<file path="src/rtl/fetch_queue.sv">
// Instruction-fetch stage: keeps one RAM read in flight and buffers {pc, ir} pairs in a DEPTH-entry queue ahead of decode.
// Optional build macro FETCH_PERF_EN adds the perf_stall back-pressure counter port.
module fetch_queue #(
  parameter int                    ADDR_WIDTH = 9,
  parameter int                    WORD_WIDTH = 32,
  parameter logic [WORD_WIDTH-1:0] BOOT_ADDR  = '0,
  parameter int                    DEPTH      = 4
) (
  input  logic                  clk,
  input  logic                  rst,
  input  logic                  jump,
  input  logic [WORD_WIDTH-1:0] target,
  output logic                  ram_en_b,
  output logic [ADDR_WIDTH-1:0] ram_addr_b,
  input  logic [WORD_WIDTH-1:0] ram_rdata_b,
  output logic                  id_valid,
  input  logic                  id_ready,
  output logic [WORD_WIDTH-1:0] pc_id,
  output logic [WORD_WIDTH-1:0] ir_id
`ifdef FETCH_PERF_EN
  ,
  output logic [15:0]           perf_stall
`endif
);

  localparam int PTR_W = $clog2(DEPTH);
  localparam int CNT_W = PTR_W + 1;

  logic [WORD_WIDTH-1:0] fpc;
  logic                  pending;
  logic [WORD_WIDTH-1:0] pending_pc;
  logic [WORD_WIDTH-1:0] pc_q [DEPTH];
  logic [WORD_WIDTH-1:0] ir_q [DEPTH];
  logic [PTR_W-1:0]      head;
  logic [PTR_W-1:0]      tail;
  logic [CNT_W-1:0]      count;

  logic [CNT_W:0]        occupancy;
  logic                  push;
  logic                  pop;

  // Space is reserved for the in-flight read, and a pop this cycle does not
  // free a slot, so the queue can never overflow.
  assign occupancy = {1'b0, count} + {{CNT_W{1'b0}}, pending};
  assign ram_en_b  = !rst && !jump && (occupancy < (CNT_W + 1)'(DEPTH));
  assign ram_addr_b = fpc[ADDR_WIDTH-1:0];

  // id_valid/id_ready: the head transfers to decode on every cycle where both
  // are high; id_valid never depends on id_ready.
  assign id_valid = !rst && (count != '0);
  assign push     = pending;
  assign pop      = id_valid && id_ready;

  always_comb begin
    pc_id = fpc;
    ir_id = '0;
    if (rst) begin
      pc_id = BOOT_ADDR;
    end else if (count != '0) begin
      pc_id = pc_q[head];
      ir_id = ir_q[head];
    end
  end

  always_ff @(posedge clk) begin
    if (rst) begin
      fpc        <= BOOT_ADDR;
      pending    <= 1'b0;
      pending_pc <= BOOT_ADDR;
      head       <= '0;
      tail       <= '0;
      count      <= '0;
    end else if (jump) begin
      // Flush: queued entries and the in-flight word are dropped.
      fpc     <= target;
      pending <= 1'b0;
      head    <= '0;
      tail    <= '0;
      count   <= '0;
    end else begin
      if (push) begin
        pc_q[tail] <= pending_pc;
        ir_q[tail] <= ram_rdata_b;
        tail       <= tail + PTR_W'(1);
      end
      if (pop) begin
        head <= head + PTR_W'(1);
      end
      unique case ({push, pop})
        2'b10:   count <= count + CNT_W'(1);
        2'b01:   count <= count - CNT_W'(1);
        default: count <= count;
      endcase
      if (ram_en_b) begin
        fpc        <= fpc + WORD_WIDTH'(1);
        pending    <= 1'b1;
        pending_pc <= fpc;
      end else begin
        pending <= 1'b0;
      end
    end
  end

`ifdef FETCH_PERF_EN
  always_ff @(posedge clk) begin
    if (rst) begin
      perf_stall <= '0;
    end else if (id_valid && !id_ready && (perf_stall != 16'hFFFF)) begin
      perf_stall <= perf_stall + 16'd1;
    end
  end
`endif

endmodule
</file>
<file path="config.mk">
export PLATFORM = sky130hd
export DESIGN_NAME = fetch_queue
export DESIGN_NICKNAME = d
export VERILOG_FILES = /design/src/rtl/fetch_queue.sv
export SDC_FILE = /design/constraint.sdc
export NUM_CORES = 1
export LEC_CHECK = 0
export ABC_AREA = 1
export CORE_ASPECT_RATIO = 1.2
export CORE_UTILIZATION = 50
export CTS_BUF_LIST = sky130_fd_sc_hd__clkbuf_4 sky130_fd_sc_hd__clkbuf_8 sky130_fd_sc_hd__clkbuf_16
export DETAILED_ROUTE_END_ITERATION = 7
export PLACE_DENSITY = 0.67
export SLEW_MARGIN = 10
export SYNTH_ARGS = -nofsm -noshare
export SYNTH_HDL_FRONTEND = slang
export SYNTH_SLANG_ARGS = --single-unit
</file>
<file path="constraint.sdc">
create_clock -name clk -period 11.8 [get_ports clk]
set_input_delay 1.77 -clock clk [delete_from_list [all_inputs] [get_ports clk]]
set_output_delay 1.77 -clock clk [all_outputs]
set_load 0.1 [all_outputs]
</file>
==> qor.yml <==
timing:
  finalMaxSlewViolations: 0
  final_hold_viol_count: 0
  tns_ns: 0
  fin_skew_ns: 0.01762
  rsz0062_at_grt: "false"
  worst_slack_ns: 4.870
  worst_pin_slew_ns: 1.051
  max_freq_ghz: 0.1443
  slew-limit-headroom: 0.2970
  finalCriticalPeriod_ns: 6.930
  finalCritPeriodShare: 0.5873
  report.final.setup_viol: 0
yosys:
  syn_area_per_cell_um2: 9.736
  synthesis.area_um2: 14310
  yosys_warnings: 0
  synth-xor-area-share: 0.002448
  synth_ff_type: "edfxtp_1"
  async_reset_ff_frac: 0
  synth_compound_area_frac: 0.1143
  synth_seq_cells: 330
  muxShareOfSynthArea: 0
  post_synth_num_cell_types: 34
  synth_simple_gate_area_share: 0.1723
  netlist_instances: 1470
  yosysSeqAreaShare: 0.6406
  synth_top_family_by_area: "simple AND/OR/NAND/NOR gates"
  synth_edf_count: 256
  synth_fa_ha_area_frac: 0.006644
  mappedNetlistNets: 1545
layout:
  antennaDiodeCount: 0
  nets: 1650
  area_growth_pct: 18.96
  drive_gt1_frac: 0.06313
floorplan:
  core_area_um2: 28000
  die_height_um: 187.3
  rows: 67
  pin_count: 143
  die_area_um2: 29310
  die_x_um: 156.4
  initial_core_util: 0.5112
critical_path:
  end_kind: "primary output"
  critical_path_class: "in -> out"
  cp_slowest_stage_delay_ns: 1.26
  reg2reg_from: "count[1]$_SDFFE_PP0P_"
  arrival_ns: 5.16
  cp.depth: 7
  cp.required_ns: 10.03
  r2r_slack_ns: 9.13
  cp_slowest_cell: "clkdlybuf4s50_1"
  critPathBufInv: 5
  r2r_end: "count[2]$_SDFFE_PP0P_"
  crit_fanout: 62
  cpLargestDelayFamily: "buffers and inverters"
  crit_path_end: "ram_en_b"
  crit_path_start_kind: "input pin"
  critical_path.cell_chain: "clkdlybuf4s50_1 -> buf_4 -> nor2_8 -> nand3_4 -> inv_2 -> buf_4 -> clkdlybuf4s50_1"
  rr_worst_depth: 11
  critPathLaunch: "rst"
power_and_ir_drop:
  powerDensity_nw_per_um2: 152.1
  share_seq_of_total_power: 0.499
  leakage_nw: 6.281
  p_sw_frac: 0.2431
  power_frac_comb: 0.101
  peakVddDrop_uv: 105.7
  p_int_w: 0.001960
  clockPowerShare: 0.399
  switchingPower_w: 0.0006293
global_route:
  grt_pass1_vias: 10003
  grt_antenna_before_repair: 0
  grt_pass1_wl_um: 52540
  grt_usage: 0.2317
  grt_max_degree: 99
  grt_overflow_total: 0
detailed_routing:
  drt-vias-per-instance: 5.273
  dr.first_iter.drc_count: 708
  wl_per_cell_um: 17.03
  drc: 0
  dr.pass1.iters: 5
  wirelength_um: 33710
  vias: 10436
  ant_nets: 0
placement:
  portBuffers: 142
  dp_hpwl_um: 20090
  gp_congestion: 0.9102
  post-place-ws_ns: 4.851
worst_hold_path:
  hold_class: "reg -> reg"
clocking:
  cts_max_path_buffers: 3
  htreeDepth: 2
  cts_setup_buffers: 0
  holdBufCountCts: 0
  cts_tree: "done"
  worstSkewPairLatency_ns: 0.51
  numCtsBuffers: 34
  clk_pin_slew_ns: 0.06
  root_buffer: "clkbuf_16"
  clock_sinks: 330
  ctsResizeCount: 0
status:
  outcome: "finished clean"
flow_run:
  maxCapViolCount: 0
## power by group through the flow
stage | sequential [W] | combinational (W) | clock, W
after global routing | 0.00130 | 0.000280 | 0.00110
final | 0.00129 | 0.000262 | 0.00103
after detailed placement | 0.00132 | 0.000262 | 0
after global placement | 0.00132 | 0.000260 | 0
after floorplan | 0.00131 | 0.000186 | 0
after CTS | 0.00129 | 0.000263 | 0.00106
## cell families after synthesis
family	after synthesis
compound gates	304
xor+xnor	4
fa+ha+maj	7
buf+inv	218
flops	330
simple gates	607
## metal layers
metal  wire (µm)  global-route usage  up-vias
met4         945             0.07768        0
met2       16320              0.3923      326
met5           0                   0        -
met1       14360              0.3037     4911
li1            -                   -     5141
met3        2089             0.03406       58
## cell usage after synthesis (all sizes together), types with 4 or more instances
cell,instances,share of area
a211oi,5,0.0026
a21oi,61,0.021
buf,49,0.019
clkbuf,37,0.0097
dfxtp,74,0.10
edfxtp,256,0.54
ha,6,0.0052
inv,130,0.034
nand2,197,0.052
nand3,60,0.022
nor2,331,0.091
nor3,15,0.0052
o211ai,31,0.016
o21ai,197,0.069
xor2,4,0.0024
## cell type report
type / count / area [µm²]
Inverter: 132 / 496.7
Clock buffer: 47 / 997.2
Tap cell: 379 / 474.2
Clock inverter: 14 / 100.1
Timing Repair Buffer: 155 / 1519
Fill cell: 2403 / 10970
Sequential cell: 330 / 9174
Multi-Input combinational cell: 922 / 4265
## sequential cells by signal, summed over array words and instances (netlist names), named ones only
signal and cells:
head 2, ir_q 128, pc_q 128, pending 1, pending_pc 32, fpc 32
tail 2, count 3
## tightest hold or removal path: stages, from the launching register on
cell and delay (ns):
dfxtp_1 0.29, inv_1 0.05, a21oi_1 0.07
## placed cells by master, fill, tap and decap left out, drive strengths merged, types with 2 or more instances in the layout
master         netlist  final
a31oi                2      2
buf                 49     13
nor2               331    331
o21ba                2      2
and2                 2      2
o21bai               2      2
nand2              197    197
a22oi                2      2
inv                130    130
ha                   6      6
o21ai              197    197
dfxtp               74     74
clkbuf              37     47
nand3               60     60
clkinv               2     14
o211ai              31     31
clkdlybuf4s50        0    142
nor3                15     15
edfxtp             256    256
xor2                 4      4
a21oi               61     61
nand3b               2      2
o22ai                2      2
a211oi               5      5
## worst min-delay path by stage
stage / start / to / slack, ns / depth (start not counted)
2_1_floorplan: head[1]$_SDFFE_PP0P_ / register / 0.44 / 2
3_3_place_gp: head[1]$_SDFFE_PP0P_ / register / 0.44 / 2
3_5_place_dp: head[1]$_SDFFE_PP0P_ / register / 0.45 / 2
4_1_cts: head[1]$_SDFFE_PP0P_ / register / 0.45 / 2
5_1_grt: head[1]$_SDFFE_PP0P_ / register / 0.50 / 2
6_report: head[1]$_SDFFE_PP0P_ / register / 0.45 / 2
## stage by stage
stage,hold WS [ns],utilization,instance area [µm²],total power (W),instances
after detailed placement,0.4454,0.5688,15930,0.001579,1918
after floorplan,0.4356,-,14310,0.001497,1470
after global placement,0.4386,0.5688,15930,0.001576,1918
final,0.4522,0.6081,17030,0.002589,1979
after CTS,0.4538,0.6080,17020,0.002611,1979
after global routing,0.4960,0.6081,17030,0.002676,1979
No activity file was read; power rests on OpenSTA's default activity.
